<file path="config.mk">
export PLATFORM = sky130hd
export DESIGN_NAME = antidroop_iir_mc_flat
export DESIGN_NICKNAME = d
export VERILOG_FILES = /design/src/rtl/antidroop_iir_mc_if.sv /design/src/rtl/antidroop_iir_mc.sv /design/src/flat_wrapper.sv
export SDC_FILE = /design/constraint.sdc
export NUM_CORES = 1
export LEC_CHECK = 0
export CAP_MARGIN = 20
export CORE_ASPECT_RATIO = 1.2
export CORE_MARGIN = 3
export CORE_UTILIZATION = 33
export DETAILED_ROUTE_END_ITERATION = 16
export GPL_TIMING_DRIVEN = 0
export HOLD_SLACK_MARGIN = 0.15
export PLACE_DENSITY = 0.49
export SETUP_SLACK_MARGIN = 0.5
export SLEW_MARGIN = 10
export SYNTH_ARGS = -nofsm -noshare
export SYNTH_HDL_FRONTEND = slang
export SYNTH_SLANG_ARGS = --single-unit
</file>
<file path="constraint.sdc">
create_clock -name clk -period 6.4 [get_ports clk]
set_input_delay 1.28 -clock clk [delete_from_list [all_inputs] [get_ports clk]]
set_output_delay 1.28 -clock clk [all_outputs]
set_load 0.02 [all_outputs]
</file>
<file path="src/rtl/antidroop_iir_mc_if.sv">
// Sample/control bundle between the ADC deserialiser (master) and the
// multi-channel anti-droop filter (slave).
interface antidroop_iir_mc_if #(
   parameter int NCH = 2,
   parameter int DW  = 16,
   parameter int TW  = 7
);
   logic                trig;
   logic [NCH*DW-1:0]   din;
   logic [NCH*TW-1:0]   tap_weight;
   logic                acc_clr_en;
   logic                bypass;
   logic                oflow_clr;
   logic [NCH-1:0]      oflow_detect;
   logic [NCH*DW-1:0]   dout;

   modport master (
      output trig, din, tap_weight, acc_clr_en, bypass, oflow_clr,
      input  oflow_detect, dout
   );

   modport slave (
      input  trig, din, tap_weight, acc_clr_en, bypass, oflow_clr,
      output oflow_detect, dout
   );
endinterface

</file>
<file path="src/rtl/antidroop_iir_mc.sv">
// Multi-channel anti-droop IIR: each channel adds a scaled running integral of its
// own input back onto that input, with saturation, bypass and sticky overflow flags.
module antidroop_iir_mc #(
   parameter int NCH       = 2,
   parameter int DW        = 16,
   parameter int TW        = 7,
   parameter int IIR_SCALE = 15,
   parameter int ACC_W     = 48,
   parameter bit SAT_EN    = 1'b1
) (
   input  logic               clk,
   input  logic               rst_n,
   antidroop_iir_mc_if.slave  bus
);

   localparam logic signed [DW-1:0] DOUT_MAX = {1'b0, {(DW-1){1'b1}}};
   localparam logic signed [DW-1:0] DOUT_MIN = {1'b1, {(DW-1){1'b0}}};

   logic trig_a, trig_b;
   logic trig_edge;
   logic acc_zero;

   // trig is asynchronous to the sample clock; two flops before edge detection.
   always_ff @(posedge clk or negedge rst_n) begin
      if (!rst_n) begin
         trig_a <= 1'b0;
         trig_b <= 1'b0;
      end else begin
         // NOTE: non-blocking so trig_b samples the old trig_a, forming the edge detector.
         trig_a <= bus.trig;
         trig_b <= trig_a;
      end
   end

   assign trig_edge = trig_a & ~trig_b;
   assign acc_zero  = (trig_edge & bus.acc_clr_en) | bus.bypass;

   for (genvar c = 0; c < NCH; c++) begin : g_ch
      logic signed [DW-1:0]    din_c;
      logic signed [TW-1:0]    w_a, w_b, w_act;
      logic signed [DW-1:0]    din_d;
      logic signed [DW+TW-1:0] prod;
      logic signed [ACC_W-1:0] acc;
      logic signed [DW-1:0]    dout_q;
      logic                    oflow_q;
      logic signed [DW:0]      sum;
      logic                    sat_hi, sat_lo;
      logic signed [DW-1:0]    sum_lim;
      logic                    oflow_set;

      assign din_c = bus.din[c*DW +: DW];

      always_comb begin
         // NOTE: every output gets a value on every path, otherwise a latch is inferred.
         sum     = {din_d[DW-1], din_d}
                 + {acc[IIR_SCALE+DW-1], acc[IIR_SCALE+DW-1:IIR_SCALE]};
         sat_hi  = ~sum[DW] &  sum[DW-1];
         sat_lo  =  sum[DW] & ~sum[DW-1];
         sum_lim = sum[DW-1:0];
         if (SAT_EN) begin
            if (sat_hi)      sum_lim = DOUT_MAX;
            else if (sat_lo) sum_lim = DOUT_MIN;
         end
         // Slice wrap is judged on the bit just above the extracted slice.
         oflow_set = (acc[IIR_SCALE+DW] ^ acc[IIR_SCALE+DW-1])
                   | (SAT_EN & ~bus.bypass & (sat_hi | sat_lo));
      end

      always_ff @(posedge clk or negedge rst_n) begin
         if (!rst_n) begin
            // NOTE: all pipeline and weight state is reset so a mid-pulse reset leaves no residue.
            w_a     <= '0;
            w_b     <= '0;
            w_act   <= '0;
            din_d   <= '0;
            prod    <= '0;
            acc     <= '0;
            dout_q  <= '0;
            oflow_q <= 1'b0;
         end else begin
            w_a <= bus.tap_weight[c*TW +: TW];
            w_b <= w_a;
            if (trig_edge) w_act <= w_b;

            din_d <= din_c;
            prod  <= (DW+TW)'(din_c) * (DW+TW)'(w_act);

            // Clear beats accumulate; the product in flight is dropped.
            if (acc_zero) acc <= '0;
            else          acc <= acc + ACC_W'(prod);

            dout_q <= bus.bypass ? din_d : sum_lim;

            if (bus.oflow_clr)  oflow_q <= 1'b0;
            else if (oflow_set) oflow_q <= 1'b1;
         end
      end

      assign bus.dout[c*DW +: DW] = dout_q;
      assign bus.oflow_detect[c]  = oflow_q;
   end

endmodule

</file>
<file path="src/flat_wrapper.sv">
// flat-port wrapper written by rule: the top's interface ports become plain ports
module antidroop_iir_mc_flat 
#(
   parameter int NCH       = 2,
   parameter int DW        = 16,
   parameter int TW        = 7,
   parameter int IIR_SCALE = 15,
   parameter int ACC_W     = 48,
   parameter bit SAT_EN    = 1'b1
)
  (clk, rst_n, bus_trig, bus_din, bus_tap_weight, bus_acc_clr_en, bus_bypass, bus_oflow_clr, bus_oflow_detect, bus_dout);
  antidroop_iir_mc_if #(.NCH(NCH), .DW(DW), .TW(TW)) bus_i ();
  input  logic clk;
  input  logic rst_n;
  input wire logic [$bits(bus_i.trig)-1:0] bus_trig;
  input wire logic [$bits(bus_i.din)-1:0] bus_din;
  input wire logic [$bits(bus_i.tap_weight)-1:0] bus_tap_weight;
  input wire logic [$bits(bus_i.acc_clr_en)-1:0] bus_acc_clr_en;
  input wire logic [$bits(bus_i.bypass)-1:0] bus_bypass;
  input wire logic [$bits(bus_i.oflow_clr)-1:0] bus_oflow_clr;
  output wire logic [$bits(bus_i.oflow_detect)-1:0] bus_oflow_detect;
  output wire logic [$bits(bus_i.dout)-1:0] bus_dout;
  assign bus_i.trig = bus_trig;
  assign bus_i.din = bus_din;
  assign bus_i.tap_weight = bus_tap_weight;
  assign bus_i.acc_clr_en = bus_acc_clr_en;
  assign bus_i.bypass = bus_bypass;
  assign bus_i.oflow_clr = bus_oflow_clr;
  assign bus_oflow_detect = bus_i.oflow_detect;
  assign bus_dout = bus_i.dout;
  antidroop_iir_mc #(.NCH(NCH), .DW(DW), .TW(TW), .IIR_SCALE(IIR_SCALE), .ACC_W(ACC_W), .SAT_EN(SAT_EN)) u_core (.clk(clk), .rst_n(rst_n), .bus(bus_i));
endmodule
</file>
==> metrics.cfg, run 1 <==
[final_layout]
multi_input_area_sq_mm = 0.0128
antenna_cells = 0
design_area_sq_mm = 0.0224
drive_gt1_share_pct = 4.50
seqCellArea_sq_mm = 0.00551
layout.cells.non_filler = 2940
syn_to_final_growth_pct = 14.9
fill_cells = 5767
nNetsFinal = 2550

[detailed_routing]
vias_per_cell = 4.90
routed_wl_microns = 50300
drt_first_pass_iters = 5
via_count = 14400
drt_iter0_drc = 898
drc = 0
wl_per_cell_microns = 17.1
ant_nets = 0

[placed_design]
dp_hpwl_microns = 40400
port_buffers = 85
dp_cells = 2892
dpl_cell_area_sq_mm = 0.0213
place_congestion = 0.869

[power_and_ir_drop]
p_leak_nw = 10.6
ir_worst_vdd_mv = 0.253
p_per_area_mw_per_mm2 = 573

[sta]
maxSlewViolCount = 0
period_minus_slack_ns = 5.85
max_freq_ghz = 0.171
tightest_slew_ns = 0.794
rsz0062_at_grt = true
hold_viol = 0
slew_headroom_pct = 47.1
skew_ns = 0.0137
setup_viol = 0
period_share_pct = 91.4

[status]
status = finished, final reports clean

[worst_setup_path]
endpoint_kind = flip-flop
timing.reg2reg.setup_slack_ns = 0.97
criticalPathCategory = primary input to flip-flop
cp.arrival_ns = 6.27
worstSetupStartpointType = primary input
crit_required_ns = 6.83
reg2reg_from = u_core.g_ch[0].w_act[6]
r2r-end = u_core.g_ch[0].prod[22]
rr_worst_depth = 17
cp_max_fo = 8
crit_path_start = bus_din[5]

[die]
core_area_sq_mm = 0.0578
dieArea_sq_mm = 0.0619
ios = 86
start_util_pct = 33.7
die_w_microns = 228
rows = 96
die-height_microns = 272

[synthesis]
synth-edff-count = 0
dominantRegCellSynth = dfrtp_1
ys_types = 67
ys_seq_elements = 220
syn_area_sq_mm = 0.0195
syn_nets = 2435
syn_avg_cell_area_sq_um = 9.63
yosysWarnings = 0
seq_area_frac_synth_pct = 28.3
syn_inst = 2021
async_reset_ff_share_pct = 100

[global_route]
track_usage_pct = 16.5
antenna_found_initial = 2
grt_pass1_wl_microns = 81400
grt_max_degree = 109
grt-ovfl-total = 0
grt_pass1_vias = 15000

[clock_network]
clock-sinks = 220
clk_latency_ns = 0.55
post_cts_resized = 5
cts_made_buffers = 26
clockRootBuffer = clkbuf_16
cts_tree = yes
clockBufferDepth = 3
hold_buffers = 0
cts-htree-levels = 1
path_clk_slew_ns = 0.06
post_cts_buffers = 0

[run]
cap_violations = 0

[worst_hold_path]
min_to = u_core.g_ch[0].w_b[3]
hold_path_depth = 0
holdCritPathClass = flip-flop to flip-flop
hold_path.startpoint = u_core.g_ch[0].w_a[3]

## flip-flops by register name, summed over array words and instances, names as in the netlist
signal / count
u_core.g_ch.acc: 64
u_core.g_ch.prod: 46
u_core.g_ch.din_d: 32
u_core.g_ch.dout_q: 32
u_core.g_ch.w_a: 14
u_core.g_ch.w_act: 14
u_core.g_ch.w_b: 14
u_core.g_ch.oflow_q: 2
u_core.trig_a: 1
u_core.trig_b: 1
## worst max-delay path by stage
stage	to	slack, ns	cells after the start
2_1_floorplan	u_core.g_ch[0].prod[22]	1.05	15
3_3_place_gp	u_core.g_ch[1].prod[5]	-5.36	1
3_5_place_dp	u_core.g_ch[0].prod[22]	-0.30	16
4_1_cts	u_core.g_ch[0].prod[22]	0.48	16
5_1_grt	u_core.g_ch[0].prod[22]	0.36	16
6_report	u_core.g_ch[0].prod[22]	0.55	16
## cell families (layout without fill, tap and decap cells)
family	after synthesis	after routing	share of synthesized area [%]
compound gates	426	426	14.2
xor+xnor	103	103	4.64
fa+ha+maj	362	362	29.9
buf+inv	309	444	6.04
flops	220	220	28.3
mux	21	21	1.18
simple gates	580	580	15.7
## cells in the mapped netlist, types with 30 or more instances
cell | instances | area share, %
xor2_1 | 38 | 1.7
nor2_1 | 113 | 2.2
ha_1 | 190 | 12
nand2_1 | 104 | 2.0
fa_1 | 172 | 18
o21ai_0 | 78 | 2.0
nor2b_1 | 30 | 0.96
xnor2_1 | 65 | 2.9
dfrtp_1 | 220 | 28
and2_1 | 173 | 5.6
inv_1 | 261 | 5.0
nand3_1 | 30 | 0.77
a21oi_1 | 134 | 3.4
clkbuf_1 | 42 | 0.81
nor3_1 | 40 | 1.0
a21o_1 | 54 | 2.1
## stage by stage
| step | TNS, ns | setup WS [ns] | power [mW] | util [%] | hold WS, ns |
|---|---|---|---|---|---|
| finish | 0 | 0.551 | 12.8 | 38.7 | 0.346 |
| global route | 0 | 0.362 | 14.3 | 38.7 | 0.354 |
| CTS | 0 | 0.481 | 12.9 | 38.6 | 0.349 |
| detailed placement | -0.707 | -0.299 | 11.1 | 36.9 | 0.335 |
| global placement | -1170.60 | -5.36 | 11.0 | 36.8 | 0.337 |
| floorplan | 0 | 1.05 | 8.94 | - | 0.331 |
## report_power, final
part           switching (mW)  internal (mW)
combinational            5.17           3.82
clock                   0.638          0.995
sequential              0.297           1.90
total                    6.10           6.72
## area by class of cell
| class | instances | area share [%] |
|---|---|---|
| Multi-Input combinational cell | 1492 | 57.3 |
| Sequential cell | 220 | 24.6 |
| Tap cell | 784 | 4.39 |
| Inverter | 261 | 4.38 |
| Timing Repair Buffer | 87 | 4.16 |
| Clock buffer | 30 | 3.12 |
| Clock inverter | 18 | 1.14 |
| Buffer | 48 | 0.878 |
## cells in the final DEF, fill, tap and decap left out, drive strengths merged, types with 75 or more instances in the layout
cell type,synthesis,final
a21oi,134,134
and2,173,173
clkdlybuf4s50,0,75
dfrtp,220,220
fa,172,172
ha,190,190
inv,261,266
nand2,104,104
nor2,113,113
o21ai,80,80
## metal layers
| metal | share of wire, % | track usage (%) |
|---|---|---|
| met1 | 49 | 24.1 |
| met2 | 45 | 26.1 |
| met3 | 4.2 | 2.19 |
| met4 | 1.5 | 3.29 |
| met5 | 0 | 0 |
## critical path, cell delays in order
cell             delay (ns)
clkdlybuf4s50_1        0.60
and2_1                 0.28
fa_1                   0.50
inv_1                  0.05
fa_1                   0.51
fa_1                   0.52
fa_1                   0.54
inv_1                  0.04
ha_1                   0.33
or4_1                  0.53
o21ai_0                0.16
a2111oi_2              0.09
o31ai_2                0.41
a21oi_2                0.15
mux2i_1                0.17
nand4_1                0.09
Power figures use the tool's default switching activity.
==> inputs of run 2 (changes only) <==
--- a/config.mk
+++ b/config.mk
@@ -7,11 +7,11 @@
 export LEC_CHECK = 0
 export CAP_MARGIN = 20
 export CORE_ASPECT_RATIO = 1.2
-export CORE_MARGIN = 3
+export CORE_MARGIN = 2
 export CORE_UTILIZATION = 33
 export DETAILED_ROUTE_END_ITERATION = 16
 export GPL_TIMING_DRIVEN = 0
-export HOLD_SLACK_MARGIN = 0.15
+export HOLD_SLACK_MARGIN = 0.1
 export PLACE_DENSITY = 0.49
 export SETUP_SLACK_MARGIN = 0.5
 export SLEW_MARGIN = 10
==> constraint.sdc (replaced) <==
create_clock -name clk -period 6.4 [get_ports clk]
set_input_delay 0.96 -clock clk [delete_from_list [all_inputs] [get_ports clk]]
set_output_delay 0.96 -clock clk [all_outputs]
set_load 0.02 [all_outputs]
==> run 2 against run 1 <==
Net effect: hold slack worse by 0.043 ns; clock skew is 0.0037 ns higher; sequential cell count stayed put; clock-buffer cell count stayed put; sequential power hardly changed; clock power hardly changed; global-route usage is 0.25 points higher; critical path type unchanged; largest cell class unchanged; highest routed layer unchanged.
==> metrics.cfg, run 2 (synthesized netlist as in run 1, its figures left out) <==
[placed_design]
dp_cells = 2900  ; +0.28%
port_buffers = 85  ; unchanged
post-place-ws_ns = -0.0287  ; +0.270 ns
dp_hpwl_microns = 40300  ; -0.36%
dpl_cell_area_sq_mm = 0.0214  ; about the same
place_congestion = 0.886  ; +2.0%

[detailed_routing]
vias_per_cell = 4.90  ; about the same
drc = 0  ; unchanged
drt_iter0_drc = 695  ; -23%
ant_nets = 0  ; unchanged
via_count = 14400  ; +0.28%
routed_wl_microns = 49900  ; -0.71%
drt_first_pass_iters = 5  ; unchanged
wl_per_cell_microns = 16.9  ; -1.0%

[power_and_ir_drop]
p_leak_nw = 10.6  ; -0.25%
power_mw = 12.7  ; -0.66%
p_per_area_mw_per_mm2 = 571  ; -0.49%
ir_worst_vdd_mv = 0.259  ; +2.6%

[die]
ios = 86  ; unchanged
rows = 97  ; +1.0%
die_w_microns = 226  ; -0.88%
die-height_microns = 270  ; -0.74%
core_area_sq_mm = 0.0584  ; +1.0%
dieArea_sq_mm = 0.0609  ; -1.6%
start_util_pct = 33.3  ; -0.35 points

[clock_network]
cts-htree-levels = 1  ; unchanged
cts_tree = yes
path_clk_slew_ns = 0.06  ; about the same
clock-sinks = 220  ; unchanged
clockBufferDepth = 3  ; unchanged
clk_latency_ns = 0.55  ; about the same
clockRootBuffer = clkbuf_16
cts_made_buffers = 26  ; unchanged

[final_layout]
nNetsFinal = 2551  ; +0.039%
layout.cells.non_filler = 2949  ; +0.31%
fin_util_pct = 38.2  ; -0.46 points
regMostFlops = u_core.g_ch.acc
fill_cells = 5829  ; +1.1%
layout_commonest_cell = inv_1
largest_reg_flops = 64  ; unchanged
reg_top3 = u_core.g_ch.acc (64), u_core.g_ch.prod (46)
drive_gt1_share_pct = 4.13  ; -0.37 points
design_area_sq_mm = 0.0223  ; -0.17%
syn_to_final_growth_pct = 14.7
final_cell_mix = inv_1, dfrtp_1, ha_1, and2_1, fa_1

[sta]
rsz0062_at_grt = true
fin_setup_tns_ns = 0  ; unchanged
tightest_slew_ns = 0.723  ; -0.0707 ns
maxSlewViolCount = 0  ; unchanged
period_minus_slack_ns = 5.77  ; -0.0807 ns
setup_viol = 0  ; unchanged
slew_headroom_pct = 51.3  ; +4.2 points
period_share_pct = 90.1  ; -1.3 points
max_freq_ghz = 0.173  ; +1.4%
timing.final.ws_setup_ns = 0.632  ; +0.0807 ns
hold_viol = 0  ; unchanged
hold_slack_ns = 0.303  ; -0.0426 ns
skew_ns = 0.0174  ; +0.00372 ns

[status]
status = finished, final reports clean

[worst_setup_path]
cp_max_fo = 8  ; unchanged
timing.reg2reg.setup_slack_ns = 0.70  ; -0.27 ns
cp.arrival_ns = 6.19  ; -0.08 ns
crit_required_ns = 6.82  ; about the same
r2r-end = u_core.g_ch[0].prod[22]
worstSetupStartpointType = primary input
endpoint_kind = flip-flop
reg2reg_from = u_core.g_ch[0].w_act[6]
rr_worst_depth = 18  ; +1
criticalPathCategory = primary input to flip-flop

[global_route]
grt_pass1_wl_microns = 81200  ; -0.27%
grt_pass1_vias = 14800  ; -1.2%
grt_max_degree = 108  ; -0.92%
track_usage_pct = 16.7  ; +0.25 points
antenna_found_initial = 1  ; -1
grt-ovfl-total = 0  ; unchanged

[run]
cap_violations = 0  ; unchanged

[worst_hold_path]
holdCritPathClass = primary input to asynchronous set/reset pin

run 2: critical path, cell delays in order:
cell and delay, ns:
clkdlybuf4s50_1 0.61, and2_1 0.29, fa_1 0.55, fa_1 0.45
fa_1 0.55, inv_1 0.07, fa_1 0.54, inv_1 0.04
ha_1 0.27, clkbuf_1 0.27, nand4_1 0.24, a2111oi_0 0.45
o31ai_1 0.14, buf_4 0.17, a21oi_1 0.27, mux2i_1 0.23
nand4_1 0.10
run 2: cell type report:
cell class	instances	area, sq um	share of cell area [%]
clock inverters	17	241	1.08
multi-input cells	1492	12800	57.2
plain buffers	48	195	0.874
flip-flops and latches	220	5510	24.7
diodes	1	2.50	0.0112
repair buffers	88	926	4.15
clock buffers	30	707	3.17
inverters	261	980	4.39
well taps	792	991	4.44
run 2: repair_timing:
| item | in CTS | in global routing |
|---|---|---|
| endpoints found under the hold margin | 0 | 0 |
| setup endpoints to repair | 0 | 2 |
| setup buffers | 0 | 1 |
| resized for setup | 0 | 4 |
| hold buffers | 0 | 0 |
run 2: metal layers:
layer	vias to the layer above	GRT usage, %	share of wire, %
li1	7034	-	-
met1	7105	23.8	49
met2	264	27.4	46
met3	39	2.21	3.9
met4	0	2.89	1.2
met5	-	0	0
run 2: worst max path at each step:
| stage | from | endpoint | slack, ns | cells past startpoint |
|---|---|---|---|---|
| 5_1_grt | bus_din[11] | u_core.g_ch[0].prod[22] | 0.38 | 17 |
| 3_5_place_dp | bus_din[6] | u_core.g_ch[0].prod[22] | -0.03 | 16 |
| 4_1_cts | bus_din[6] | u_core.g_ch[0].prod[22] | 0.57 | 16 |
| 6_report | bus_din[11] | u_core.g_ch[0].prod[22] | 0.63 | 17 |
| 2_1_floorplan | bus_din[6] | u_core.g_ch[0].prod[22] | 1.37 | 15 |
| 3_3_place_gp | rst_n | u_core.g_ch[1].acc[6] | -5.15 | 1 |
run 2: where the power goes:
group	internal, mW	switching (mW)	total (mW)
sequential	1.90	0.296	2.20
clock	1.00	0.627	1.63
combinational	3.80	5.12	8.91
total	6.70	6.04	12.7
==> inputs of run 3 (changes only) <==
--- a/config.mk
+++ b/config.mk
@@ -7,7 +7,7 @@
 export LEC_CHECK = 0
 export CAP_MARGIN = 20
 export CORE_ASPECT_RATIO = 1.2
-export CORE_MARGIN = 2
+export CORE_MARGIN = 5
 export CORE_UTILIZATION = 33
 export DETAILED_ROUTE_END_ITERATION = 16
 export GPL_TIMING_DRIVEN = 0
==> run 3 against run 2 <==
Net effect: die area grew 4.9%; setup slack gained 0.13 ns; clock-buffer cell count grew 2; via count is essentially flat; hold slack is essentially flat; critical path depth shrank 2; utilization shrank 0.14 points; first-iteration DRC count shrank 2.4%; cell count is the same; sequential power is essentially flat; maximum frequency grew 2.3%; sequential cell count is the same; largest cell class unchanged; largest power group unchanged.
==> metrics.cfg, run 3 (synthesized netlist as in run 1, its figures left out) <==
[status]
status = finished, final reports clean

[final_layout]
regMostFlops = u_core.g_ch.acc
reg_top3 = u_core.g_ch.acc (64), u_core.g_ch.prod (46)
layout.cells.non_filler = 2949  ; unchanged
fill_cells = 5848  ; +0.33%
drive_gt1_share_pct = 4.17  ; +0.044 points
largest_reg_flops = 64  ; unchanged
fin_util_pct = 38.1  ; -0.14 points
antenna_cells = 0  ; -1
syn_to_final_growth_pct = 14.3
final_cell_mix = inv_1, dfrtp_1, ha_1, and2_1, fa_1
nNetsFinal = 2551  ; unchanged
layout_commonest_cell = inv_1

[worst_setup_path]
worstSetupStartpointType = primary input
rr_worst_depth = 15  ; -3
cp.arrival_ns = 6.01  ; -0.18 ns
crit_required_ns = 6.78  ; -0.04 ns
cp_max_fo = 8  ; unchanged
endpoint_kind = flip-flop
criticalPathCategory = primary input to flip-flop

[die]
die-height_microns = 276  ; +2.2%
core_area_sq_mm = 0.0584  ; unchanged
start_util_pct = 33.3  ; unchanged
dieArea_sq_mm = 0.0639  ; +4.9%
ios = 86  ; unchanged
rows = 97  ; unchanged
die_w_microns = 232  ; +2.7%

[placed_design]
dp_hpwl_microns = 40800  ; +1.3%
port_buffers = 85  ; unchanged
dp_cells = 2900  ; unchanged
place_congestion = 0.901  ; +1.7%

[power_and_ir_drop]
p_sw_share_pct = 48.1  ; +0.64 points
p_seq_share_pct = 17.4  ; +0.2 points
pwr-share-clk_pct = 11.8  ; -1.0 points
p_per_area_mw_per_mm2 = 566  ; -0.78%
comb_power_share_pct = 70.8  ; +0.8 points
switchingPower_mw = 6.05  ; +0.20%
ir_worst_vdd_mv = 0.273  ; +5.3%
p_int_mw = 6.54  ; -2.3%
p_leak_nw = 10.5  ; -0.37%

[detailed_routing]
drc = 0  ; unchanged
via_count = 14400  ; +0.042%
drt_first_pass_iters = 5  ; unchanged
wl_per_cell_microns = 17.1  ; +1.1%
vias_per_cell = 4.90  ; about the same
ant_nets = 0  ; unchanged
routed_wl_microns = 50500  ; +1.1%
drt_iter0_drc = 678  ; -2.4%

[clock_network]
clock-sinks = 220  ; unchanged
hold_buffers = 0  ; unchanged
clockBufferDepth = 3  ; unchanged
clk_latency_ns = 0.55  ; about the same
path_clk_slew_ns = 0.06  ; about the same
cts-htree-levels = 1  ; unchanged
clockRootBuffer = clkbuf_16
cts_tree = yes
post_cts_buffers = 0  ; unchanged
cts_made_buffers = 27  ; +3.8%
post_cts_resized = 0  ; unchanged

[sta]
tightest_slew_ns = 0.785  ; +0.0619 ns
period_share_pct = 88.1  ; -2.1 points
maxSlewViolCount = 0  ; unchanged
hold_slack_ns = 0.303  ; +0.000262 ns
slew_headroom_pct = 47.6  ; -3.6 points
hold_viol = 0  ; unchanged
fin_setup_tns_ns = 0  ; unchanged
period_minus_slack_ns = 5.64  ; -0.132 ns
max_freq_ghz = 0.177  ; +2.3%
setup_viol = 0  ; unchanged
rsz0062_at_grt = false
skew_ns = 0.0116  ; -0.00582 ns

[worst_hold_path]
holdCritPathClass = primary input to asynchronous set/reset pin

[global_route]
grt_max_degree = 110  ; +1.9%
track_usage_pct = 15.7  ; -1.0 points
grt-ovfl-total = 0  ; unchanged
grt_pass1_vias = 14900  ; +1.2%
antenna_found_initial = 1  ; unchanged
grt_pass1_wl_microns = 81200  ; about the same

[run]
cap_violations = 0  ; unchanged

-- run 3: metal layers --
metal	track usage [%]	up-vias	part of all wire [%]
met5	0	-	0
met4	4.00	0	2.2
met3	2.07	61	4.2
met2	25.6	274	45
met1	22.2	7068	48
li1	-	7045	-
-- run 3: cell type report --
cell class / instances / area [sq um] / area share [%]
well taps: 792 / 991 / 4.46
flip-flops and latches: 220 / 5510 / 24.8
clock buffers: 32 / 704 / 3.17
inverters: 261 / 980 / 4.40
repair buffers: 87 / 923 / 4.15
clock inverters: 17 / 156 / 0.703
multi-input cells: 1492 / 12800 / 57.5
plain buffers: 48 / 196 / 0.883
-- run 3: worst paths after layout --
check	start	endpoint	slack [ns]
max in group asynchronous	rst_n	u_core.g_ch[1].acc[2]	4.88
worst max register to register	u_core.g_ch[0].w_act[4]	u_core.g_ch[0].prod[15]	1.01
worst min-delay path	rst_n	u_core.g_ch[0].w_act[4]	0.30
worst min register to register	u_core.g_ch[0].w_a[5]	u_core.g_ch[0].w_b[5]	0.35
worst max-delay path	bus_din[2]	u_core.g_ch[0].prod[15]	0.76
min in group clk	u_core.g_ch[0].w_a[5]	u_core.g_ch[0].w_b[5]	0.35
-- run 3: metrics by stage --
step	cell area, sq um	power (mW)	worst slack (ns)
2_1_floorplan	19500	8.94	1.37
3_3_place_gp	21300	11.0	-4.96
3_5_place_dp	21400	11.1	-0.0503
4_1_cts	22200	12.7	0.545
5_1_grt	22200	14.0	0.513
6_report	22200	12.6	0.764
-- run 3: power groups by stage --
stage | Clock (mW) | Combinational, mW | Sequential (mW)
6_report | 1.48 | 8.91 | 2.20
5_1_grt | 1.60 | 10.1 | 2.25
4_1_cts | 1.55 | 8.96 | 2.21
3_5_place_dp | 0 | 8.89 | 2.23
3_3_place_gp | 0 | 8.78 | 2.24
2_1_floorplan | 0 | 6.73 | 2.21
-- run 3: critical path, stage by stage --
cell and delay (ns):
clkdlybuf4s50_1 0.74, nand2_1 0.15, fa_1 0.54, fa_1 0.55, inv_1 0.06, fa_1 0.52, inv_1 0.05, fa_1 0.52
inv_1 0.04, ha_1 0.32, a21oi_1 0.30, o21bai_1 0.10, a21oi_1 0.28, o21ai_0 0.25, o311ai_0 0.62
